### src/rtl/int_controller_if.sv
// Bus between the interrupt controller and its event sources and CPU.
// master drives events, mask writes and ack/reti; slave is the controller.
interface int_controller_if #(
  parameter int N   = 8,
  parameter int IDW = 3
);
  logic [N-1:0]   irqIn;
  logic           maskWe;
  logic [N-1:0]   maskIn;
  logic           ack;
  logic           reti;
  logic           intr;
  logic [IDW-1:0] intID;
  logic [N-1:0]   pending;
  logic [N-1:0]   mask;

  modport master (
    output irqIn, maskWe, maskIn, ack, reti,
    input  intr, intID, pending, mask
  );

  modport slave (
    input  irqIn, maskWe, maskIn, ack, reti,
    output intr, intID, pending, mask
  );
endinterface

### src/rtl/int_controller.sv
// Prioritised interrupt controller: latches event pulses, masks them, and runs
// a single request / ack / in-service / reti handshake with the CPU.
module int_controller #(
  parameter int N   = 8,
  parameter int IDW = 3
) (
  input  logic             clk,
  input  logic             reset,
  int_controller_if.slave  bus
);

  typedef enum logic [1:0] {
    S_IDLE,
    S_REQ,
    S_SERVICE
  } state_t;

  state_t         state_q;
  logic           intr_q;
  logic [IDW-1:0] intID_q;
  logic [N-1:0]   pending_q, pending_d;
  logic [N-1:0]   mask_q, mask_d;
  logic [N-1:0]   eligible;
  logic [N-1:0]   clr;
  logic [IDW-1:0] winId;

  // Lowest index wins, so scan from the top down and let lower hits overwrite.
  always_comb begin
    eligible = pending_q & mask_q;
    winId    = '0;
    for (int i = N - 1; i >= 0; i--) begin
      if (eligible[i]) begin
        winId = IDW'(i);
      end
    end
  end

  // Only an ack accepted in S_REQ clears a bit; a coincident new pulse re-sets it.
  always_comb begin
    clr = '0;
    if (state_q == S_REQ && bus.ack) begin
      clr = N'(1) << intID_q;
    end
    pending_d = (pending_q & ~clr) | bus.irqIn;
    mask_d    = bus.maskWe ? bus.maskIn : mask_q;
  end

  always_ff @(posedge clk) begin
    if (reset) begin
      pending_q <= '0;
      mask_q    <= '0;
    end else begin
      pending_q <= pending_d;
      mask_q    <= mask_d;
    end
  end

  // intID is latched on entry to S_REQ and held until the next request.
  always_ff @(posedge clk) begin
    if (reset) begin
      state_q <= S_IDLE;
      intr_q  <= 1'b0;
      intID_q <= '0;
    end else begin
      case (state_q)
        S_IDLE: begin
          if (|eligible) begin
            state_q <= S_REQ;
            intr_q  <= 1'b1;
            intID_q <= winId;
          end
        end
        S_REQ: begin
          if (bus.ack) begin
            state_q <= S_SERVICE;
            intr_q  <= 1'b0;
          end
        end
        S_SERVICE: begin
          if (bus.reti) begin
            state_q <= S_IDLE;
          end
        end
        default: begin
          state_q <= S_IDLE;
          intr_q  <= 1'b0;
        end
      endcase
    end
  end

  assign bus.intr    = intr_q;
  assign bus.intID   = intID_q;
  assign bus.pending = pending_q;
  assign bus.mask    = mask_q;

endmodule

### src/flat_wrapper.sv
// flat-port wrapper written by rule: the top's interface ports become plain ports
module int_controller_flat 
#(
  parameter int N   = 8,
  parameter int IDW = 3
)
  (clk, reset, bus_irqIn, bus_maskWe, bus_maskIn, bus_ack, bus_reti, bus_intr, bus_intID, bus_pending, bus_mask);
  int_controller_if #(.N(N), .IDW(IDW)) bus_i ();
  input  logic clk;
  input  logic reset;
  input wire logic [$bits(bus_i.irqIn)-1:0] bus_irqIn;
  input wire logic [$bits(bus_i.maskWe)-1:0] bus_maskWe;
  input wire logic [$bits(bus_i.maskIn)-1:0] bus_maskIn;
  input wire logic [$bits(bus_i.ack)-1:0] bus_ack;
  input wire logic [$bits(bus_i.reti)-1:0] bus_reti;
  output wire logic [$bits(bus_i.intr)-1:0] bus_intr;
  output wire logic [$bits(bus_i.intID)-1:0] bus_intID;
  output wire logic [$bits(bus_i.pending)-1:0] bus_pending;
  output wire logic [$bits(bus_i.mask)-1:0] bus_mask;
  assign bus_i.irqIn = bus_irqIn;
  assign bus_i.maskWe = bus_maskWe;
  assign bus_i.maskIn = bus_maskIn;
  assign bus_i.ack = bus_ack;
  assign bus_i.reti = bus_reti;
  assign bus_intr = bus_i.intr;
  assign bus_intID = bus_i.intID;
  assign bus_pending = bus_i.pending;
  assign bus_mask = bus_i.mask;
  int_controller #(.N(N), .IDW(IDW)) u_core (.clk(clk), .reset(reset), .bus(bus_i));
endmodule
### config.mk
export PLATFORM = sky130hd
export DESIGN_NAME = int_controller_flat
export DESIGN_NICKNAME = d
export VERILOG_FILES = /design/src/rtl/int_controller_if.sv /design/src/rtl/int_controller.sv /design/src/flat_wrapper.sv
export SDC_FILE = /design/constraint.sdc
export NUM_CORES = 1
export LEC_CHECK = 0
export ABC_AREA = 1
export CORE_MARGIN = 5
export CORE_UTILIZATION = 44
export DETAILED_ROUTE_END_ITERATION = 10
export GPL_ROUTABILITY_DRIVEN = 1
export PLACE_DENSITY_LB_ADDON = 0.05
export SLEW_MARGIN = 15
export SYNTH_ARGS = -nofsm -noshare
export SYNTH_HDL_FRONTEND = slang
export SYNTH_SLANG_ARGS = --single-unit
### constraint.sdc
create_clock -name clk -period 2.9 [get_ports clk]
set_input_delay 0.435 -clock clk [delete_from_list [all_inputs] [get_ports clk]]
set_output_delay 0.435 -clock clk [all_outputs]
set_load 0.01 [all_outputs]
==> results_dict.tcl <==
set metrics [dict create \
    status "complete, no violations" \
    antenna_found_initial 0 \
    synth-seq-cells 22 \
    crit_family "buffers and inverters" \
    grt_max_degree 13 \
    drv_slew 0 \
    power_density_nw_per_um2 504 \
    hold_buffers 0 \
    io_buffers 40 \
    end_kind "primary output" \
    synth_fp_nets 150 \
    leakagePower_uw 0.000627 \
    grtUsageTotal_pct 16.9 \
    vias_per_cell 5.00 \
    clk_pin_slew_ns 0.12 \
    post_cts_buffers 0 \
    clk_latency_ns 0.31 \
    r2r_cells 3 \
    syn_area_um2 968 \
    fin_tns_setup_ns 0 \
    slew_headroom_pct 69.6 \
    grt_pass1_vias 988 \
    min-delay-start "u_core.bus.pending[0]$_SDFF_PP0_" \
    fin_crit_sh_pct 61.8 \
    n_antenna_cell 0 \
    wl_per_cell_um 13.0 \
    period_minus_slack_ns 1.79 \
    cts_tree "built" \
    r2r_slack_ns 1.72 \
    final_util_pct 66.7 \
    drc 0 \
    dieArea_um2 3240 \
    syn_inst 129 \
    gp_congestion 0.859 \
    hold_viol_final 0 \
    drtAntennaViolNets 0 \
    synth.distinct_cells 19 \
    synth.yosys.seq_area_share_pct 45.5 \
    fp.dieW_um 56.9 \
    critical_path_arrival_ns 1.36 \
    grt_pass1_wl_um 4400 \
    start_kind "register" \
    worstMarginPinSlew_ns 0.455 \
    gr-total-overflow 0 \
    reg2reg_to "u_core.bus.pending[7]$_SDFF_PP0_" \
    r2r-start "u_core.state_q[0]$_SDFFE_PP0P_" \
    rows 17 \
    root_buffer "clkbuf_4" \
    fillCellCount 203 \
    drt_iter0_drc 18 \
    vdd_drop_max_uv 300 \
    path_cells "clkdlybuf4s50_1" \
    syn_to_final_growth_pct 47.9 \
    ios 41 \
    ys_warn_count 0 \
    max_freq_ghz 0.558 \
    hp-class "reg -> reg" \
    min_path_cells 2 \
    clockBufferDepth 2 \
    post_cts_resize_count 0 \
    setup_violations 0 \
    die_h_um 56.9 \
    slowest_stage "clkdlybuf4s50_1" \
    crit_buf_inv 1 \
    cts_buffers 3 \
    drv_cap 0 \
    post_dp_cell_area_um2 1400 \
    fin_skew_ns 0.0106 \
    htree_levels 1 \
    postSynthAreaPerCell_um2 7.51 \
    slowest_delay_ns 0.58 \
    worstSetupPathType "reg -> out" \
    drive_above_1_share_pct 12.9 \
    rsz0062_at_grt "false" \
    hold_end "u_core.bus.pending[0]$_SDFF_PP0_" \
    dp_hpwl_um 2020 \
    cts.sinks 22 \
    wirelength_um 2590 \
    initial_core_util_pct 45.1 \
    required_ns 2.47 \
    dr.pass1.iters 4 \
    core_um2 2150 \
    vias 995 \
    final_cell_area_um2 1430 \
    cp_max_fo 6 \
    nNetsFinal 193 \
]
-- per-stage QoR --
step | hold WS [ns] | std cells | setup slack [ns] | total power [µW]
after floorplan | 0.495 | 129 | 1.84 | 459
after global placement | 0.466 | 195 | 1.15 | 557
after detailed placement | 0.485 | 195 | 1.10 | 560
after CTS | 0.507 | 199 | 1.11 | 731
after global routing | 0.534 | 199 | 1.05 | 766
final | 0.504 | 199 | 1.11 | 723
-- state kept, by name, indices dropped and copies added (netlist names) --
signal / count
u_core.bus.pending: 8
u_core.state_q: 2
u_core.bus.mask: 8
u_core.bus.intr: 1
u_core.bus.intID: 3
-- kinds of logic (layout without fill, tap and decap cells) --
family | count (synthesis) | in the layout | share of synthesized area, %
flip-flops | 22 | 22 | 45.5
AND/OR/NAND/NOR | 51 | 51 | 24.9
buffers and inverters | 20 | 62 | 8.01
AO/OA/AOI/OAI | 36 | 36 | 21.6
-- power by group --
| part | total, µW | leakage, µW | switching (µW) | internal (µW) |
|---|---|---|---|---|
| Clock | 168 | 0.0000210 | 91.8 | 76.7 |
| Combinational | 195 | 0.000423 | 95.4 | 99.3 |
| Sequential | 359 | 0.000183 | 29.3 | 330 |
| Total | 723 | 0.000627 | 216 | 506 |
-- worst register-to-register path, stage by stage (launching register included) --
cell and delay [ns]:
dfxtp_1 0.45, nand3_2 0.24, o31ai_1 0.26, a21oi_1 0.09
-- cell usage after synthesis, drive strengths merged --
cell	n	area, µm²
dfxtp	22	440
o21ai	15	82.6
o31ai	8	60.1
a21oi	12	60.1
inv	18	70.1
nor2	21	88.8
or3	1	6.26
nand3b	1	7.51
nand3	1	10.0
a31oi	1	6.26
nand2	27	129
clkbuf	2	7.51
-- worst max path at each step --
stage | startpoint | end | slack (ns) | depth (start not counted)
finish | u_core.bus.intID[2]$_SDFFE_PP0P_ | bus_intID[2] | 1.11 | 1
CTS | u_core.bus.intID[2]$_SDFFE_PP0P_ | bus_intID[2] | 1.11 | 1
global route | u_core.bus.intID[2]$_SDFFE_PP0P_ | bus_intID[2] | 1.05 | 1
global placement | reset | u_core.bus.mask[1]$_SDFFE_PP0P_ | 1.15 | 4
detailed placement | reset | u_core.bus.mask[2]$_SDFFE_PP0P_ | 1.10 | 4
floorplan | u_core.bus.pending[5]$_SDFF_PP0_ | u_core.bus.intID[1]$_SDFFE_PP0P_ | 1.84 | 9
-- cells in the final DEF, fill, tap and decap left out --
cell type and count:
o21ai_1 2, o21ai_2 2, a31oi_1 1, a21oi_1 12
clkbuf_4 3, nor2_2 4, dfxtp_1 22, nand2_1 18
inv_1 16, inv_2 1, o21ai_0 11, nand2_2 8
nand3_2 1, o31ai_1 8, nor2_1 17, nand3b_1 1
clkdlybuf4s50_1 40, or3_1 1, inv_4 1, nand2_4 1
clkbuf_8 1
-- routing by layer --
| metal | track usage, % | vias to the layer above | wire (µm) |
|---|---|---|---|
| met1 | 21.8 | 453 | 1130 |
| li1 | - | 506 | - |
| met2 | 28.1 | 31 | 1290 |
| met3 | 3.45 | 5 | 137 |
| met5 | 0 | - | 0 |
| met4 | 5.96 | 0 | 32 |
-- area by class of cell --
cell class	instances	area [µm²]	area share (%)
inverter	18	70.1	4.89
sequential	22	440	30.7
timing repair buffer	40	400	27.9
clock buffer	4	36.3	2.53
multi-input combinational	87	450	31.4
tap	28	35.0	2.45
(Power assumes the default switching activity.)
